===== config.mk =====
export PLATFORM = sky130hd
export DESIGN_NAME = ifetch_unit
export DESIGN_NICKNAME = d
export VERILOG_FILES = /design/src/rtl/ifetch_unit.sv
export SDC_FILE = /design/constraint.sdc
export NUM_CORES = 1
export LEC_CHECK = 0
export BUFFER_PORTS_ARGS = -buffer_cell sky130_fd_sc_hd__buf_2
export CAP_MARGIN = 40
export CORE_MARGIN = 8
export CORE_UTILIZATION = 50
export CTS_CLUSTER_DIAMETER = 40
export DETAILED_ROUTE_END_ITERATION = 8
export PLACE_DENSITY = 0.74
export REMOVE_ABC_BUFFERS = 1
export SLEW_MARGIN = 25
export SYNTH_ARGS = -nofsm -noshare
export SYNTH_HDL_FRONTEND = slang
export SYNTH_SLANG_ARGS = --single-unit

===== constraint.sdc =====
create_clock -name clk -period 3.55 [get_ports clk]
set_input_delay 0.1775 -clock clk [delete_from_list [all_inputs] [get_ports clk]]
set_output_delay 0.1775 -clock clk [all_outputs]
set_load 0.03 [all_outputs]

===== src/rtl/ifetch_unit.sv =====
// ifetch_unit: instruction-fetch stage feeding the IF/ID buffer.
// Holds the PC and issues word reads over a level req/ack handshake.
// It absorbs memory latency, hazard stalls (using a one-entry skid register)
// and branch redirects. A redirect that arrives while a read is still
// outstanding first drains that read.
// Optional feature: define IFETCH_PERFCNT_EN to add the perf_fetched and
// perf_bubbles saturating counters.
module ifetch_unit #(
   parameter int              WIDTH    = 33,
   parameter logic [WIDTH-1:0] RESET_PC = '0,
   parameter logic [WIDTH-1:0] PC_STEP  = WIDTH'(1)
) (
   input  logic             clk,
   input  logic             rst,
   input  logic             stall,
   input  logic             redirect,
   input  logic [WIDTH-1:0] redirect_pc,
   output logic             imem_req,
   output logic [WIDTH-1:0] imem_addr,
   input  logic             imem_ack,
   input  logic [WIDTH-1:0] imem_rdata,
   output logic [WIDTH-1:0] out_pc,
   output logic [WIDTH-1:0] out_inst,
`ifdef IFETCH_PERFCNT_EN
   output logic [31:0]      perf_fetched,
   output logic [31:0]      perf_bubbles,
`endif
   output logic             out_valid
);

   typedef enum logic [1:0] {FETCH, HOLD, DRAIN} state_t;

   state_t           state, state_n;
   logic [WIDTH-1:0] pc, pc_n;
   logic [WIDTH-1:0] tgt, tgt_n;
   logic [WIDTH-1:0] skid_pc, skid_pc_n;
   logic [WIDTH-1:0] skid_inst, skid_inst_n;
   logic [WIDTH-1:0] opc_n, oinst_n;
   logic             ovalid_n, ovalid_we;
   logic             xfer;

   // Request decodes from state only, so imem_addr stays on the old pc in
   // DRAIN. The redirect target is parked in tgt until the old read acks.
   assign imem_req  = !rst && (state != HOLD);
   assign imem_addr = pc;
   assign xfer      = imem_req && imem_ack;

   // Next-state, pc and output-register decode
   always_comb begin
      state_n     = state;
      pc_n        = pc;
      tgt_n       = tgt;
      skid_pc_n   = skid_pc;
      skid_inst_n = skid_inst;
      opc_n       = out_pc;
      oinst_n     = out_inst;
      ovalid_n    = out_valid;
      ovalid_we   = 1'b0;
      unique case (state)
         FETCH: begin
            if (redirect) begin
               ovalid_n  = 1'b0;
               ovalid_we = 1'b1;
               oinst_n   = '0;
               if (xfer) begin
                  pc_n = redirect_pc;
               end else begin
                  tgt_n   = redirect_pc;
                  state_n = DRAIN;
               end
            end else if (xfer) begin
               pc_n = pc + PC_STEP;
               if (stall) begin
                  skid_pc_n   = pc;
                  skid_inst_n = imem_rdata;
                  state_n     = HOLD;
               end else begin
                  opc_n     = pc;
                  oinst_n   = imem_rdata;
                  ovalid_n  = 1'b1;
                  ovalid_we = 1'b1;
               end
            end else if (!stall) begin
               ovalid_n  = 1'b0;
               ovalid_we = 1'b1;
            end
         end
         HOLD: begin
            if (redirect) begin
               ovalid_n  = 1'b0;
               ovalid_we = 1'b1;
               oinst_n   = '0;
               pc_n      = redirect_pc;
               state_n   = FETCH;
            end else if (!stall) begin
               opc_n     = skid_pc;
               oinst_n   = skid_inst;
               ovalid_n  = 1'b1;
               ovalid_we = 1'b1;
               state_n   = FETCH;
            end
         end
         DRAIN: begin
            if (redirect) begin
               tgt_n     = redirect_pc;
               ovalid_n  = 1'b0;
               ovalid_we = 1'b1;
               oinst_n   = '0;
            end
            if (xfer) begin
               pc_n    = tgt_n;
               state_n = FETCH;
            end
         end
         default: state_n = FETCH;
      endcase
   end

   // State, pc, skid and output registers
   always_ff @(posedge clk) begin
      if (rst) begin
         state     <= FETCH;
         pc        <= RESET_PC;
         tgt       <= '0;
         skid_pc   <= '0;
         skid_inst <= '0;
         out_pc    <= '0;
         out_inst  <= '0;
         out_valid <= 1'b0;
      end else begin
         state     <= state_n;
         pc        <= pc_n;
         tgt       <= tgt_n;
         skid_pc   <= skid_pc_n;
         skid_inst <= skid_inst_n;
         out_pc    <= opc_n;
         out_inst  <= oinst_n;
         if (ovalid_we) out_valid <= ovalid_n;
      end
   end

`ifdef IFETCH_PERFCNT_EN
   // Saturating counters of out_valid loads to 1 and to 0
   always_ff @(posedge clk) begin
      if (rst) begin
         perf_fetched <= '0;
         perf_bubbles <= '0;
      end else if (ovalid_we) begin
         if (ovalid_n && (perf_fetched != '1)) perf_fetched <= perf_fetched + 32'd1;
         if (!ovalid_n && (perf_bubbles != '1)) perf_bubbles <= perf_bubbles + 32'd1;
      end
   end
`endif

endmodule


==> metrics.md <==
| Metric | Value |
|---|---|
| Max incr delay on CP | `between 0.5 and 0.6 ns` |
| Clock skew | `between 0.015 and 0.02 ns` |
| Synthesized instance count | `about 1,100` |
| DPL Wire Length | `~17,000 um` |
| Distinct cells, synth | `64` |
| Worst VDD drop | `approximately 580 uV` |
| Via count | `9,212` |
| Worst skew pair latency | `roughly 0.55 ns` |
| Core Region | `0.01796 mm^2` |
| Detailed Route Iter0 Violations | `around 660` |
| Minimum clock period | `about 2.9 ns` |
| Initial antenna violation count | `0` |
| IO Pins | `~170` |
| Relative slew margins | `0.4240` |
| Static Leak | `~4.5 nW` |
| CP most frequent cell | `or4_1` |
| Final setup viols | `0` |
| Status | `complete, no violations` |
| Port buffer count | `between 150 and 200` |
| Resized Gates After CTS | `0` |
| Critical path launch point type | `flip-flop` |
| Worst EP required | `about 4.0 ns` |
| Routed Antenna Nets | `0` |
| Fraction of layout cells with a size suffix above 1 | `0.2000` |
| DR WL/cell | `roughly 18 um` |
| Crit path kind | `reg2reg` |
| Placer Congestion | `~0.9` |
| Global-route wire length before repair | `approximately 44,000 um` |
| Starting Density | `0.5087` |
| Yosys top cell area share | `0.4404` |
| R2r startpoint | `state[1]$_SDFFE_PP0P_` |
| Final Hold Viols | `0` |
| Worst Min Path Start | `rst` |
| Max-Cap Viols | `0` |
| Critical path peak fanout | `15` |
| EDFF count, synth | `0` |
| Fillers | `1,478` |
| Max frequency | `roughly 350 MHz` |
| Total Wirelength | `27,980 um` |
| Leading area contributor after synthesis | `dfxtp_1` |
| CTS tree | `done` |
| DR pass1 iterations | `7` |
| CTS clock-pin slew for the worst setup and hold paths | `0.06 ns` |
| YS warnings | `0` |
| Clk root buf | `clkbuf_16` |
| Tot GR Track Use | `0.2334` |
| Critical Path Source | `state[1]$_SDFFE_PP0P_` |
| Post-layout util | `0.6614` |
| Arrival @ worst endpoint | `about 3.4 ns` |
| PwrDens | `612.8 mW/mm^2` |
| Multi-input logic area | `0.004697 mm^2` |
| Max Slew Vio Count | `0` |
| # rows | `49` |
| H-tree levels | `1` |
| Mapped cell area | `between 0.009 and 0.01 mm^2` |
| CP max-delay cell | `or3b_2` |
| # DRC | `0` |
| Synth top area cells | `dfxtp_1, nand2_1, a21oi_1` |
| Worst path cell trace | `inv_1, ha_2, or3b_2, a211o_1, or4_1, or4_1, o2111ai_1` |
| Die X | `151.2 um` |
| HP Class | `in2reg` |
| Vias in the first global route | `approximately 8,500` |
| Num CTS Buffers | `31` |
| Worst Tran Pin Value | `around 0.86 ns` |
| Syn-to-layout area delta | `30.01%` |
| RSZ-0062 raised after global routing | `false` |
| Setup TNS | `0 ns` |
| Fin crit share | `0.8162` |
| Die Span Y | `151.2 um` |
| Nets | `1,397` |
| Sequential share of the synthesized area | `0.4404` |
| Total congestion overflow | `0` |
| Post-synth top flop | `dfxtp_1` |
| Clock tree buffer depth | `3` |
| Seq. cell area | `0.004024 mm^2` |
| CTS Sinks | `roughly 200` |
| Mean Syn Cell Area | `between 7 and 8 um^2` |
| Crit end category | `flip-flop` |
| Largest net degree at the start of global routing | `82` |
| Number of synthesized register bits | `201` |
| Die ar. | `roughly 0.023 mm^2` |
| Post-synthesis async set-or-reset flop share | `0` |
| Vias/cell | `around 6` |
## cells in the mapped netlist, types with 3 or more instances
master and count:
o21ai_0 12, nand3_1 13, nor4_1 8, or3_1 3, o31ai_1 3, clkbuf_1 99, buf_2 5, a41oi_1 4
and4_1 4, or2_2 4, o211ai_1 5, nand2_1 239, a21oi_1 132, a221oi_1 7, and2_1 3, mux2i_1 38
a211oi_1 77, ha_1 6, a221o_1 5, a21o_1 5, nand4_1 13, or4_1 8, o311ai_0 3, mux2_2 3
nor2b_1 9, nor2_1 100, nor3b_1 3, inv_1 8, a222oi_1 4, dfxtp_1 201, nor3_1 15, a22oi_1 45
buf_1 6, o2111ai_1 6, a22o_1 6
## worst paths after layout
path                                                   end  slack [ns]  cells past startpoint
worst max-delay path            imem_addr[27]$_SDFFE_PP0P_        0.65                      7
worst min-delay path                  tgt[19]$_SDFFE_PP0P_        0.06                      2
worst min register to register    skid_pc[15]$_SDFFE_PP0P_        0.45                      2
worst max register to register  imem_addr[27]$_SDFFE_PP0P_        0.65                      7
## layout by cell type, fill, tap and decap left out, types with 4 or more instances in the layout
cell / netlist / final
mux2i_1: 38 / 38
ha_1: 6 / 5
o21ai_0: 12 / 11
nor3_1: 15 / 14
a221oi_1: 7 / 7
nor2b_1: 9 / 9
a41oi_1: 4 / 4
and4_1: 4 / 4
nor4_1: 8 / 8
buf_12: 0 / 4
a222oi_1: 4 / 4
o2111ai_1: 6 / 6
clkinv_2: 0 / 6
clkinvlp_4: 0 / 5
a211oi_1: 77 / 75
nor2_1: 100 / 98
inv_6: 0 / 4
nand4_1: 13 / 13
or4_1: 8 / 8
clkbuf_16: 0 / 31
dfxtp_1: 201 / 201
nand2_1: 239 / 239
bufinv_16: 0 / 6
a22o_1: 6 / 6
inv_1: 8 / 8
o211ai_1: 5 / 5
buf_2: 5 / 170
a22oi_1: 45 / 45
a21oi_1: 132 / 131
a21o_1: 5 / 5
buf_4: 0 / 15
a221o_1: 5 / 5
dlygate4sd3_1: 0 / 66
or2_2: 4 / 4
nand3_1: 13 / 13
## area by class of cell
cell class                 instances  share of cell area
clock inverter                    24             0.02644
multi-input combinational        821              0.3954
clock buffer                      34             0.06793
antenna                            1           0.0002106
timing repair buffer             256              0.1444
inverter                           9            0.002844
sequential                       201              0.3387
tap                              229             0.02412
## power breakdown
group | leakage, nW | internal (mW) | switching (mW)
Sequential | 1.64 | 2.43 | 0.205
Clock | 0.541 | 2.09 | 1.13
Combinational | 2.29 | 0.494 | 0.928
Total | 4.47 | 5.02 | 2.26
## per-stage QoR
step | area [um^2] | instances | total power, mW | setup slack (ns) | hold slack [ns]
after global routing | 11880 | 1574 | 7.554 | 0.5486 | 0.06555
after floorplan | 8708 | 1031 | 3.503 | -2.585 | 0.2466
after detailed placement | 10100 | 1450 | 4.023 | 0.6884 | 0.4353
after global placement | 10100 | 1450 | 4.003 | 0.7299 | 0.4285
after CTS | 11880 | 1574 | 7.301 | 0.6653 | 0.04428
final | 11880 | 1575 | 7.280 | 0.6525 | 0.05724
## worst max-delay path: cells and delay by family, from the launching register on
family                   cells  cell delay [ns]
AO/OA/AOI/OAI                2             0.59
adder cells (fa/ha/maj)      1             0.26
buffers and inverters        1             0.09
flip-flops                   1             0.37
AND/OR/NAND/NOR              3             1.48
## sequential cells by signal, indices dropped and copies added (netlist names)
name / count
tgt: 33
skid_pc: 33
out_pc: 33
state: 2
out_inst: 33
skid_inst: 33
imem_addr: 33
out_valid: 1
## layer usage
layer / track usage / up-vias / routed length [um]
met4: 0.1004 / 0 / 1064
met1: 0.2979 / 4278 / 11500
li1: - / 4464 / -
met5: 0 / - / 0
met3: 0.04332 / 77 / 2114
met2: 0.3784 / 393 / 13310
## timing repair
item                                   in CTS  in global routing
hold buffers                               66                  0
endpoints found under the hold margin      69                  0
setup endpoints to repair                   0                  0
buffers inserted                            0                  0
## kinds of logic (layout without fill, tap and decap cells)
| logic type | after synthesis | count (layout) | synth area share |
|---|---|---|---|
| xor gates and xnor gates | 1 | 1 | 0.0009587 |
| muxes | 41 | 41 | 0.04532 |
| adders and majority gates | 6 | 6 | 0.008216 |
| AOI/OAI and AO/OA | 340 | 340 | 0.2489 |
| and+or+nand+nor | 433 | 433 | 0.2055 |
| other | 0 | 1 | 0 |
| buffers and inverters | 121 | 323 | 0.05066 |
| DFF | 201 | 201 | 0.4404 |
(Power assumes the default switching activity.)
